[src/rtl/mem_write_monitor_pkg.sv]
// Shared types and constants for the memory write monitor.
// Holds the verdict states, test ids and the pass-signature table.
package mwmon_pkg;

    typedef enum logic [1:0] {
        ST_RUN  = 2'd0,
        ST_PASS = 2'd1,
        ST_FAIL = 2'd2
    } state_t;

    typedef enum logic [1:0] {
        ID_NONE      = 2'd0,
        ID_STANDARD2 = 2'd1,
        ID_POWER2    = 2'd2,
        ID_LOADSTORE = 2'd3
    } test_id_t;

    localparam int SIG_AW = 64;
    localparam int SIG_DW = 64;
    localparam int NSIG   = 3;

    typedef struct packed {
        logic [SIG_AW-1:0] addr;
        logic [SIG_DW-1:0] data;
        test_id_t          id;
    } sig_t;

    // Entries are listed in priority order, index 0 first.
    localparam sig_t SIGS [NSIG] = '{
        '{addr: 64'd84,  data: 64'd7, id: ID_STANDARD2},
        '{addr: 64'd128, data: 64'd7, id: ID_POWER2},
        '{addr: 64'd80,  data: 64'd1, id: ID_LOADSTORE}
    };

endpackage

[src/rtl/mem_write_monitor_if.sv]
// Processor data-memory write port as seen by the monitor.
// The processor drives it (master); the monitor observes it (slave).
interface mem_write_monitor_if #(
    parameter int ADDR_W = 64,
    parameter int DATA_W = 64
);
    logic [1:0]        memwrite;
    logic [ADDR_W-1:0] dataadr;
    logic [DATA_W-1:0] writedata;

    modport master (
        output memwrite,
        output dataadr,
        output writedata
    );

    modport slave (
        input memwrite,
        input dataadr,
        input writedata
    );
endinterface

[src/rtl/mem_write_monitor_sig_match.sv]
// Combinational lookup of an (address, data) pair in the signature table.
// The lowest-indexed matching entry wins.
module sig_match
    import mwmon_pkg::*;
#(
    parameter int ADDR_W = 64,
    parameter int DATA_W = 64
) (
    input  logic [ADDR_W-1:0] addr,
    input  logic [DATA_W-1:0] data,
    output logic              hit,
    output test_id_t          id
);

    // Scan from lowest priority upward so the first entry overrides.
    always_comb begin
        hit = 1'b0;
        id  = ID_NONE;
        for (int i = NSIG - 1; i >= 0; i--) begin
            if (addr == ADDR_W'(SIGS[i].addr) &&
                data == DATA_W'(SIGS[i].data)) begin
                hit = 1'b1;
                id  = SIGS[i].id;
            end
        end
    end

endmodule

[src/rtl/mem_write_monitor.sv]
// Self-check stage watching the processor's data-memory writes.
// Latches a sticky PASS on a signature write or FAIL on watchdog timeout.
module mem_write_monitor
    import mwmon_pkg::*;
#(
    parameter int ADDR_W  = 64,
    parameter int DATA_W  = 64,
    parameter int CNT_W   = 10,
    parameter int TIMEOUT = 48
) (
    input  logic                clk,
    input  logic                reset,
    input  logic                clr,
    mem_write_monitor_if.slave  bus,
    output logic                done,
    output logic                pass,
    output logic                fail,
    output logic [1:0]          test_id,
    output logic [CNT_W-1:0]    cycles,
    output logic [7:0]          write_count,
    output logic [ADDR_W-1:0]   last_addr,
    output logic [DATA_W-1:0]   last_data
);

    state_t           state;
    test_id_t         tid;
    logic             wr;
    logic             hit;
    test_id_t         hit_id;
    logic [CNT_W-1:0] cyc_nx;

    assign wr     = (bus.memwrite != 2'd0);
    assign cyc_nx = cycles + 1'b1;

    sig_match #(
        .ADDR_W (ADDR_W),
        .DATA_W (DATA_W)
    ) u_match (
        .addr (bus.dataadr),
        .data (bus.writedata),
        .hit  (hit),
        .id   (hit_id)
    );

    assign done    = (state != ST_RUN);
    assign pass    = (state == ST_PASS);
    assign fail    = (state == ST_FAIL);
    assign test_id = tid;

    // Verdict FSM, watchdog counter and last-write capture; frozen once done.
    always_ff @(posedge clk or posedge reset) begin
        if (reset) begin
            state       <= ST_RUN;
            tid         <= ID_NONE;
            cycles      <= '0;
            write_count <= '0;
            last_addr   <= '0;
            last_data   <= '0;
        end else if (clr) begin
            state       <= ST_RUN;
            tid         <= ID_NONE;
            cycles      <= '0;
            write_count <= '0;
            last_addr   <= '0;
            last_data   <= '0;
        end else if (state == ST_RUN) begin
            cycles <= cyc_nx;
            if (wr) begin
                if (write_count != 8'hFF)
                    write_count <= write_count + 8'd1;
                last_addr <= bus.dataadr;
                last_data <= bus.writedata;
            end
            if (wr && hit) begin
                state <= ST_PASS;
                tid   <= hit_id;
            end else if (cyc_nx == CNT_W'(TIMEOUT)) begin
                state <= ST_FAIL;
                tid   <= ID_NONE;
            end
        end
    end

endmodule

[src/flat_wrapper.sv]
// flat-port wrapper written by rule: the top's interface ports become plain ports
module mem_write_monitor_flat import mwmon_pkg::*;
#(
    parameter int ADDR_W  = 64,
    parameter int DATA_W  = 64,
    parameter int CNT_W   = 10,
    parameter int TIMEOUT = 48
)
  (clk, reset, clr, done, pass, fail, test_id, cycles, write_count, last_addr, last_data, bus_memwrite, bus_dataadr, bus_writedata);
  mem_write_monitor_if #(.ADDR_W(ADDR_W), .DATA_W(DATA_W)) bus_i ();
  input  logic clk;
  input  logic reset;
  input  logic clr;
  output logic done;
  output logic pass;
  output logic fail;
  output logic [1:0] test_id;
  output logic [CNT_W-1:0] cycles;
  output logic [7:0] write_count;
  output logic [ADDR_W-1:0] last_addr;
  output logic [DATA_W-1:0] last_data;
  input wire logic [$bits(bus_i.memwrite)-1:0] bus_memwrite;
  input wire logic [$bits(bus_i.dataadr)-1:0] bus_dataadr;
  input wire logic [$bits(bus_i.writedata)-1:0] bus_writedata;
  assign bus_i.memwrite = bus_memwrite;
  assign bus_i.dataadr = bus_dataadr;
  assign bus_i.writedata = bus_writedata;
  mem_write_monitor #(.ADDR_W(ADDR_W), .DATA_W(DATA_W), .CNT_W(CNT_W), .TIMEOUT(TIMEOUT)) u_core (.clk(clk), .reset(reset), .clr(clr), .bus(bus_i), .done(done), .pass(pass), .fail(fail), .test_id(test_id), .cycles(cycles), .write_count(write_count), .last_addr(last_addr), .last_data(last_data));
endmodule
[config.mk]
export PLATFORM = sky130hd
export DESIGN_NAME = mem_write_monitor_flat
export DESIGN_NICKNAME = d
export VERILOG_FILES = /design/src/rtl/mem_write_monitor_pkg.sv /design/src/rtl/mem_write_monitor_if.sv /design/src/rtl/mem_write_monitor_sig_match.sv /design/src/rtl/mem_write_monitor.sv /design/src/flat_wrapper.sv
export SDC_FILE = /design/constraint.sdc
export NUM_CORES = 1
export LEC_CHECK = 0
export CORE_UTILIZATION = 38
export CTS_CLUSTER_DIAMETER = 120
export CTS_CLUSTER_SIZE = 24
export DETAILED_ROUTE_END_ITERATION = 6
export PLACE_DENSITY = 0.76
export RECOVER_POWER = 50
export SKIP_LAST_GASP = 1
export SLEW_MARGIN = 20
export SYNTH_ARGS = -nofsm -noshare
export SYNTH_HDL_FRONTEND = slang
export SYNTH_SLANG_ARGS = --single-unit
export TNS_END_PERCENT = 1
[constraint.sdc]
create_clock -name clk -period 4.8 [get_ports clk]
set_input_delay 0.72 -clock clk [delete_from_list [all_inputs] [get_ports clk]]
set_output_delay 0.72 -clock clk [all_outputs]
set_load 0.005 [all_outputs]
==> summary.txt, run 1 <==
Setup path
  • Crit path cell chain: nor2_1 > clkbuf_1 > inv_1 > clkdlybuf4s50_1
  • Worst Path Buf+Inv: 3
  • Worst Setup Start Kind: flop
  • Critical path's top delay family: buffers and inverters
  • Critical R2R Launch: u_core.state[1]
  • Worst Path Arrival: approximately 2200 ps
  • CP Max Fanout: 11
  • Crit Path Class: reg2out
  • R2r endpoint: u_core.last_addr[39]
  • Max stage delay on crit path: roughly 530 ps
  • Reg2Reg Depth: 7
  • Critical path capture point type: output pin
  • CP Data Required Time: approximately 4100 ps
  • Flop2flop setup slack: ~2100 ps
  • CP max stage cell: clkdlybuf4s50_1

Placed design
  • PortBufs: approximately 280
  • Placed cell area: between 9000 and 10000 um2
  • GP Congestion: 0.858
  • DP HPWL: approximately 14000 um

Die
  • Initial core utilization: between 30% and 40%
  • Ports: approximately 280
  • Full die area: about 18000 um2
  • Area of the core: around 17000 um2
  • Die Wd: between 100 and 150 um
  • Rows: 47
  • Die H: 133 um

Clocking
  • H-tree levels: 4
  • Post-CTS Setup Bufs: 0
  • Max Root-Sink Buffers: 2
  • Hold Buf Count CTS: 0
  • Clock Latency Late Sink: 420 ps
  • TritonCTS clock tree: built
  • # clock sinks: 150
  • CTS Buf Count: 17
  • Worst-path clk slew: 60 ps
  • Clk root buf: clkbuf_16
  • CTS resizes: 0

Synthesis
  • Post-synthesis sequential area ratio: 57.4%
  • Net Count, Synth: just under 900
  • Average cell area after synthesis: between 8 and 9 um2
  • Seq cells post-synth: 150
  • Synthesized cell area: between 6000 and 7000 um2
  • Unique masters post-synth: 39
  • Yosys warns: 0
  • Synth Instances: around 740

Routing
  • Iter 0 DRT Violations: a little under 400
  • Routed Antenna Nets: 0
  • Via density: slightly above 5
  • Wire per inst: about 17 um
  • Total Wirelength: slightly above 20000 um
  • Vias: approximately 6400
  • # DRC: 0
  • Initial DRT Pass Iterations: 5

Timing
  • RSZ-0062 raised after global routing: false
  • Crit share post-route: between 60 and 70%
  • Fmax: 339 MHz
  • Min Tclk post-route: between 2000 and 3000 ps
  • Min Hold Slack: 516 ps
  • Clk_skew: about 7 ps
  • Total negative setup slack: 0 ps
  • # setup viols final: 0
  • Max-slew violations: 0
  • Worst-margin pin slew: 935 ps
  • Max-slew headroom: about 38%
  • Final hold violations: 0

Cells and area
  • Share of cells above drive strength 1: between 4 and 5%
  • Area occupied by multi-input gates: 2610 um2
  • Fillers: 1474
  • P&R area growth vs syn: 56.0%
  • Register area: approximately 3800 um2
  • Finished Cell Area: 10200 um2
  • Ant. Diodes: 0
  • Final #Nets: roughly 1100

Hold path
  • Worst Hold End: u_core.last_addr[56]
  • Cell depth of the worst hold path: 2
  • Hold path start: u_core.last_addr[56]
  • Worst min-delay path class: reg2reg

Global route
  • Gr usage total: about a quarter
  • Grt total ovfl: 0
  • Initial antenna violation count: 0
  • First-pass GRT wire length: ~33000 um
  • Largest net degree at the start of global routing: roughly 120
  • Number of global-route vias before repair: between 6000 and 7000

Power
  • P_leak: between 4 and 5 nW
  • VDD IR-drop max: between 0.2 and 0.25 mV
  • PD cells: between 300 and 400 nW/um2

Run status
  • Status: finished clean

Flow run
  • Max Cap Viol: 0
## final cells by class
type | instances | share of cell area (%)
timing repair buffer | 289 | 28.5
multi-input combinational | 538 | 25.5
sequential | 150 | 36.8
tap | 220 | 2.70
inverter | 5 | 0.233
clock inverter | 13 | 1.91
clock buffer | 18 | 4.31
## cells by family (layout without fill, tap and decap cells)
kind of cell    Yosys count  after routing  share of synthesized area, %
simple gates            369            369                          24.6
fa+ha+maj                 2              2                         0.383
compound gates          146            146                          11.6
buf+inv                  53            325                          3.04
flops                   150            150                          57.4
xor+xnor                 17             17                          2.28
mux                       4              4                         0.651
## report_power, final
part | switching [mW] | internal (mW) | total [mW]
clock network | 0.545 | 0.889 | 1.43
registers | 0.0403 | 1.33 | 1.37
logic | 0.213 | 0.254 | 0.468
total | 0.799 | 2.48 | 3.28
## through the flow
stage               instances  power, mW  util (%)  setup WS (ps)
global placement         1202       1.87      57.3           1790
CTS                      1233       3.32      61.1           2160
finish                   1233       3.28      61.1           1850
global route             1233       3.40      61.1           1660
floorplan                 741       1.55         -           43.6
detailed placement       1202       1.88      57.3           1790
## routing by layer
layer	track usage (%)	wire length (um)	vias to the layer above
li1	-	-	3035
met4	7.01	345	0
met5	0	0	-
met3	6.85	1630	25
met2	38.6	10100	258
met1	30.7	8700	3033
## sequential cells by signal (all words and copies together) (netlist names)
signal / cells
u_core.last_addr: 64
u_core.cycles: 10
u_core.state: 2
u_core.write_count: 8
u_core.last_data: 64
u_core.test_id: 2
## how the worst max path moves through the flow
stage / startpoint / end / slack (ps) / cells after the start
2_1_floorplan: reset / u_core.cycles[0] / 40 / 1
3_3_place_gp: bus_dataadr[31] / u_core.state[1] / 1790 / 7
3_5_place_dp: bus_dataadr[31] / u_core.state[1] / 1790 / 7
4_1_cts: u_core.state[1] / done / 2160 / 4
5_1_grt: u_core.state[1] / done / 1660 / 4
6_report: u_core.state[1] / done / 1850 / 4
## placed cells by master (no fill, tap or decap), types with 2 or more instances in the layout
master,netlist,layout
mux2i_1,2,2
a31oi_1,3,3
dlygate4sd3_1,0,52
dfrtp_1,150,150
nand3b_1,2,2
bufinv_16,0,4
inv_1,5,4
nand4_1,13,13
mux2_2,2,2
and4_1,2,2
xnor2_1,6,6
and3_1,6,6
or3_1,2,2
buf_12,0,3
nor2_1,25,24
inv_6,0,5
ha_1,2,2
nand4b_1,2,2
o21ai_1,2,2
o21ai_0,6,5
buf_4,0,3
xor2_1,11,11
clkdlybuf4s50_1,0,230
nor4_1,30,30
clkinvlp_4,0,3
nand3_1,6,6
clkbuf_16,0,17
clkinv_4,0,2
nand2b_1,2,2
nor4b_1,2,2
nand2_1,266,266
a21oi_1,129,129
nor3_1,3,3
## worst min-delay path: stages (launching register included)
cell,delay (ps)
dfrtp_1,370
nand2_1,50
a21oi_1,60
## synthesized netlist by cell type (all sizes together)
library cell | n | area (um2)
a2111oi | 1 | 8.76
a211o | 1 | 8.76
a211oi | 1 | 7.51
a21oi | 129 | 646
a221oi | 1 | 15.0
a31oi | 3 | 18.8
and3 | 7 | 45.1
and4 | 2 | 17.5
clkbuf | 48 | 180
dfrtp | 150 | 3750
ha | 2 | 25.0
inv | 5 | 18.8
mux2 | 2 | 22.5
mux2i | 2 | 20.0
nand2 | 266 | 998
nand2b | 2 | 12.5
nand3 | 7 | 40.0
nand3b | 2 | 15.0
nand4 | 14 | 93.8
nand4b | 2 | 17.5
nand4bb | 1 | 11.3
nor2 | 25 | 93.8
nor2b | 1 | 6.26
nor3 | 3 | 15.0
nor4 | 30 | 188
nor4b | 2 | 17.5
o21a | 1 | 7.51
o21ai | 8 | 40.0
o22ai | 1 | 6.26
or2 | 1 | 6.26
or3 | 2 | 12.5
or4 | 1 | 11.3
or4b | 1 | 10.0
xnor2 | 6 | 52.6
xor2 | 11 | 96.3
Power figures use the tool's default switching activity.
==> run 2: changes to the inputs <==
==> constraint.sdc (replaced) <==
create_clock -name clk -period 2.7 [get_ports clk]
set_input_delay 0.405 -clock clk [delete_from_list [all_inputs] [get_ports clk]]
set_output_delay 0.405 -clock clk [all_outputs]
set_load 0.005 [all_outputs]
==> summary.txt, run 2 (synthesis results as in run 1) <==
Run status
  • Status: complete, but fails checks
  • Violated checks: max-capacitance violations, max-slew violations

Setup path
  • Reg2Reg Depth: 6 (-1)
  • Worst Path Arrival: 2760 ps (+530 ps)
  • Worst Setup SP: u_core.state[1]
  • R2r endpoint: u_core.last_data[18]
  • Crit path cell chain: nor2_1 > clkbuf_1 > o21ai_0 > clkbuf_2 > nand2_1 > a21oi_1
  • Critical path capture point type: flop
  • Max stage delay on crit path: 680 ps (+150 ps)
  • CP Max Fanout: 53 (+42)
  • CP endpoint: u_core.last_data[18]
  • Flop2flop setup slack: 220 ps (-1890 ps)
  • CP Data Required Time: 2980 ps (-1100 ps)
  • Critical R2R Launch: u_core.state[1]
  • Worst Setup Start Kind: flop
  • CP max stage cell: clkbuf_2
  • Crit Path Class: reg2reg

Routing
  • Wire per inst: 16.8 um (-0.41%)
  • Vias: 6339 (-0.19%)
  • Initial DRT Pass Iterations: 5 (unchanged)
  • Total Wirelength: 20800 um (about the same)
  • Via density: 5.12 (-0.59%)
  • Iter 0 DRT Violations: 391 (-1.5%)
  • # DRC: 0 (unchanged)
  • Routed Antenna Nets: 0 (unchanged)

Die
  • Area of the core: 16700 um2 (unchanged)
  • Initial core utilization: 39.2% (unchanged)
  • Die Wd: 133 um (unchanged)
  • Rows: 47 (unchanged)
  • Ports: 284 (unchanged)
  • Die H: 133 um (unchanged)
  • Full die area: 17700 um2 (unchanged)

Cells and area
  • Largest regs: u_core.last_addr (64), u_core.last_data (64), u_core.cycles (10)
  • Final #Nets: 1142 (+0.53%)
  • Ant. Diodes: 0 (unchanged)
  • Commonest non-fill, non-tap cells in the layout: nand2_1, clkdlybuf4s50_1, dfrtp_1
  • Share of cells above drive strength 1: 4.81% (+0.075 points)
  • P&R area growth vs syn: 55.6%
  • Most common cell after layout, fill and taps aside: nand2_1

Clocking
  • Max Root-Sink Buffers: 2 (unchanged)
  • Clock Latency Late Sink: 410 ps (about the same)
  • # clock sinks: 150 (unchanged)
  • H-tree levels: 4 (unchanged)
  • Worst-path clk slew: 60 ps (about the same)
  • Clk root buf: clkbuf_16
  • Hold Buf Count CTS: 0 (unchanged)
  • TritonCTS clock tree: built
  • CTS Buf Count: 17 (unchanged)
  • CTS resizes: 0 (unchanged)
  • Post-CTS Setup Bufs: 0 (unchanged)

Timing
  • Setup WS post-layout: 215 ps (-1630 ps)
  • Crit share post-route: 92.0%
  • # setup viols final: 0 (unchanged)
  • Fmax: roughly 400 MHz
  • Min Tclk post-route: 2480 ps
  • Total negative setup slack: 0 ps (unchanged)
  • Max-slew headroom: -6.52% (-44 points)
  • Worst-margin pin slew: 1600 ps (+662 ps)
  • Clk_skew: 8.12 ps (+1.24 ps)
  • Max-slew violations: 65 (+65)
  • RSZ-0062 raised after global routing: false
  • Final hold violations: 0 (unchanged)

Global route
  • First-pass GRT wire length: 32200 um (-2.1%)
  • Initial antenna violation count: 0 (unchanged)
  • Gr usage total: 23.5% (-0.27 points)
  • Grt total ovfl: 0 (unchanged)
  • Largest net degree at the start of global routing: 83 (-31%)
  • Number of global-route vias before repair: 6032 (-2.5%)

Power
  • VDD IR-drop max: 0.417 mV (+96%)
  • PD cells: 550 nW/um2 (+71%)
  • P_leak: 4.50 nW (+0.57%)

Placed design
  • Pre-CTS setup slack: -250 ps (-2040 ps)
  • DP HPWL: 14800 um (+2.7%)
  • GP Congestion: 0.859 (about the same)
  • PortBufs: 283 (unchanged)

Hold path
  • Worst min-delay path class: reg2reg

Flow run
  • Max Cap Viol: 1 (+1)
-- run 2: layout make-up --
| class | instances | area [um2] |
|---|---|---|
| Fill cell | 1481 | 6530 |
| Sequential cell | 150 | 3750 |
| Timing Repair Buffer | 295 | 2960 |
| Multi-Input combinational cell | 538 | 2590 |
| Clock buffer | 22 | 474 |
| Tap cell | 220 | 275 |
| Clock inverter | 8 | 100 |
| Inverter | 5 | 20.0 |
-- run 2: worst min path at each step --
| stage | from | to | cells past startpoint |
|---|---|---|---|
| CTS | reset | u_core.last_data[53] | 3 |
| detailed placement | u_core.last_data[7] | u_core.last_data[7] | 2 |
| floorplan | u_core.state[1] | u_core.state[1] | 2 |
| finish | u_core.last_addr[58] | u_core.last_addr[58] | 2 |
| global placement | u_core.last_data[33] | u_core.last_data[33] | 2 |
| global route | u_core.last_data[20] | u_core.last_data[20] | 2 |
-- run 2: metrics by stage --
step | power (mW) | hold slack [ps] | instances | util, % | area, um2
CTS | 5.69 | 492 | 1238 | 61.2 | 10200
floorplan | 2.76 | 521 | 741 | - | 6540
detailed placement | 3.35 | 514 | 1208 | 57.8 | 9650
finish | 5.59 | 515 | 1238 | 60.9 | 10200
global placement | 3.34 | 509 | 1208 | 57.8 | 9650
global route | 5.82 | 533 | 1238 | 60.9 | 10200
-- run 2: metal layers --
metal  up-vias  track usage, %  part of all wire (%)
li1       3045               -                     -
met1      3013            29.6                    41
met2       258            38.9                    50
met3        23            7.00                   8.1
met4         0            7.13                   1.4
met5         -               0                     0
-- run 2: critical path: cells and delay by family (launching register included) --
kind	cells	cell delay, ps
AOI/OAI and AO/OA	2	400
buffers and inverters	2	1090
DFF	1	420
and+or+nand+nor	2	390
-- run 2: power breakdown --
part | total [mW] | internal, mW | switching [mW]
combinational | 0.829 | 0.450 | 0.379
clock | 2.32 | 1.42 | 0.896
sequential | 2.44 | 2.37 | 0.0716
total | 5.59 | 4.24 | 1.35
==> run 3: changes to the inputs <==
--- a/config.mk
+++ b/config.mk
@@ -5,14 +5,13 @@
 export SDC_FILE = /design/constraint.sdc
 export NUM_CORES = 1
 export LEC_CHECK = 0
-export CORE_UTILIZATION = 38
+export CORE_UTILIZATION = 43
 export CTS_CLUSTER_DIAMETER = 120
 export CTS_CLUSTER_SIZE = 24
 export DETAILED_ROUTE_END_ITERATION = 6
-export PLACE_DENSITY = 0.76
+export PLACE_DENSITY = 0.81
 export RECOVER_POWER = 50
 export SKIP_LAST_GASP = 1
-export SLEW_MARGIN = 20
 export SYNTH_ARGS = -nofsm -noshare
 export SYNTH_HDL_FRONTEND = slang
 export SYNTH_SLANG_ARGS = --single-unit
==> constraint.sdc (replaced) <==
create_clock -name clk -period 2.8 [get_ports clk]
set_input_delay 0.42 -clock clk [delete_from_list [all_inputs] [get_ports clk]]
set_output_delay 0.42 -clock clk [all_outputs]
set_load 0.005 [all_outputs]
==> summary.txt, run 3 (synthesis results as in run 1) <==
Timing
  • RSZ-0062 raised after global routing: false
  • Max-slew headroom: -11.3% (-4.8 points)
  • Clk_skew: 9.27 ps (+1.15 ps)
  • Setup WS post-layout: 629 ps (+414 ps)
  • Min Hold Slack: 376 ps (-139 ps)
  • Fmax: between 400 and 500 MHz
  • Max-slew violations: 68 (+4.6%)
  • Total negative setup slack: 0 ps (unchanged)
  • Worst-margin pin slew: 1670 ps (+72.2 ps)
  • Final hold violations: 0 (unchanged)
  • Crit share post-route: approximately 78%
  • # setup viols final: 0 (unchanged)
  • Min Tclk post-route: ~2200 ps

Cells and area
  • Largest regs: u_core.last_addr (64), u_core.last_data (64), u_core.cycles (10)
  • Share of cells above drive strength 1: 4.91% (+0.098 points)
  • Final #Nets: 1142 (unchanged)
  • Most common cell after layout, fill and taps aside: nand2_1
  • P&R area growth vs syn: 55.6% (about the same)
  • Commonest non-fill, non-tap cells in the layout: nand2_1, clkdlybuf4s50_1, dfrtp_1
  • Ant. Diodes: 0 (unchanged)

Clocking
  • Hold Buf Count CTS: 0 (unchanged)
  • Clk root buf: clkbuf_16
  • CTS resizes: 0 (unchanged)
  • Worst-path clk slew: 60 ps (about the same)
  • Max Root-Sink Buffers: 2 (unchanged)
  • H-tree levels: 4 (unchanged)
  • Clock Latency Late Sink: 420 ps (about the same)
  • TritonCTS clock tree: built
  • # clock sinks: 150 (unchanged)
  • Post-CTS Setup Bufs: 0 (unchanged)
  • CTS Buf Count: 17 (unchanged)

Placed design
  • GP Congestion: 0.862 (+0.42%)
  • Pre-CTS setup slack: 174 ps (+424 ps)
  • DP HPWL: 14700 um (-1.1%)
  • PortBufs: 283 (unchanged)

Routing
  • # DRC: 23 (+23)
  • Total Wirelength: 20500 um (-1.4%)
  • Routed Antenna Nets: 0 (unchanged)
  • Via density: 5.30 (+3.5%)
  • Iter 0 DRT Violations: 449 (+15%)
  • Wire per inst: 17.1 um (+1.6%)
  • Initial DRT Pass Iterations: 7 (+2)
  • Vias: 6372 (+0.52%)

Die
  • Initial core utilization: 44.5% (+5.3 points)
  • Die Wd: 125 um (-5.9%)
  • Area of the core: 14700 um2 (-12%)
  • Die H: 125 um (-5.9%)
  • Ports: 284 (unchanged)
  • Full die area: 15700 um2 (-11%)
  • Rows: 44 (-6.4%)

Setup path
  • Worst Path Arrival: 2450 ps (-310 ps)
  • CP max stage cell: nor4_1
  • Worst Setup Start Kind: primary input
  • Critical Path Most Common Cell: nor4_1
  • Worst Setup SP: bus_writedata[53]
  • Critical R2R Launch: u_core.state[1]
  • Critical path capture point type: flop
  • CP Data Required Time: 3080 ps (+100 ps)
  • Flop2flop setup slack: 680 ps (+460 ps)
  • Reg2Reg Depth: 6 (unchanged)
  • CP Max Fanout: 4 (-92%)
  • R2r endpoint: u_core.last_addr[50]
  • Critical path's top delay family: simple AND/OR/NAND/NOR gates
  • Crit Path Class: in2reg
  • Worst Path Buf+Inv: 2 (unchanged)
  • Crit path cell chain: clkdlybuf4s50_1 > nor4_1 > nand4b_1 > nor4_1 > buf_4 > nand4_2 > mux2i_1 > o21ai_1
  • Max stage delay on crit path: 440 ps (-240 ps)

Hold path
  • Worst Hold End: u_core.write_count[5]
  • Cell depth of the worst hold path: 2 (unchanged)
  • Hold path start: clr
  • Worst min-delay path class: in2reg

Flow run
  • Max Cap Viol: 1 (unchanged)

Global route
  • Gr usage total: 26.8% (+3.4 points)
  • Number of global-route vias before repair: 6259 (+3.8%)
  • Initial antenna violation count: 0 (unchanged)
  • First-pass GRT wire length: 33000 um (+2.4%)
  • Largest net degree at the start of global routing: 84 (+1.2%)
  • Grt total ovfl: 0 (unchanged)

Power
  • Power Total: 5.44 mW (-2.8%)
  • PD cells: 534 nW/um2 (-2.8%)
  • VDD IR-drop max: 0.384 mV (-7.7%)
  • P_leak: 4.53 nW (+0.65%)

Run status
  • Status: complete, but fails checks
  • Violated checks: design-rule violations, max-capacitance violations, max-slew violations
[run 3: worst max-delay path by stage]
| stage | endpoint | slack [ps] | cells past startpoint |
|---|---|---|---|
| 5_1_grt | u_core.last_data[32] | 350 | 3 |
| 3_3_place_gp | u_core.state[1] | 160 | 8 |
| 6_report | u_core.test_id[1] | 630 | 8 |
| 3_5_place_dp | u_core.test_id[1] | 170 | 9 |
| 2_1_floorplan | u_core.cycles[0] | 490 | 1 |
| 4_1_cts | u_core.test_id[1] | 590 | 9 |
[run 3: power breakdown]
group	internal (mW)	switching, mW
Sequential	2.29	0.0698
Combinational	0.440	0.366
Clock	1.41	0.862
Total	4.14	1.30
[run 3: metrics by stage]
step	instances	area, um2	util, %
5_1_grt	1202	10200	69.2
2_1_floorplan	741	6540	-
6_report	1202	10200	69.2
3_3_place_gp	1172	9620	65.4
4_1_cts	1202	10200	69.4
3_5_place_dp	1172	9620	65.4
[run 3: final cells by class]
cell class              instances  area (um2)
clock buffers                  21         450
clock inverters                 9         129
fillers                      1176        4520
inverters                       5        20.0
multi-input cells             538        2610
flip-flops and latches        150        3750
well taps                     184         230
repair buffers                295        2990
[run 3: worst reg2reg max path: stages, from the launching register on]
cell,delay [ps]
dfrtp_1,420
nor2_1,130
inv_1,170
nor2_4,710
buf_12,340
nand2_1,130
a21oi_1,150
[run 3: per-layer routing]
metal	vias to the layer above	GRT usage, %	routed length [um]
li1	3034	-	-
met1	3062	33.9	8430
met2	241	44.1	10100
met3	35	7.15	1500
met4	0	10.5	506
met5	-	0	0
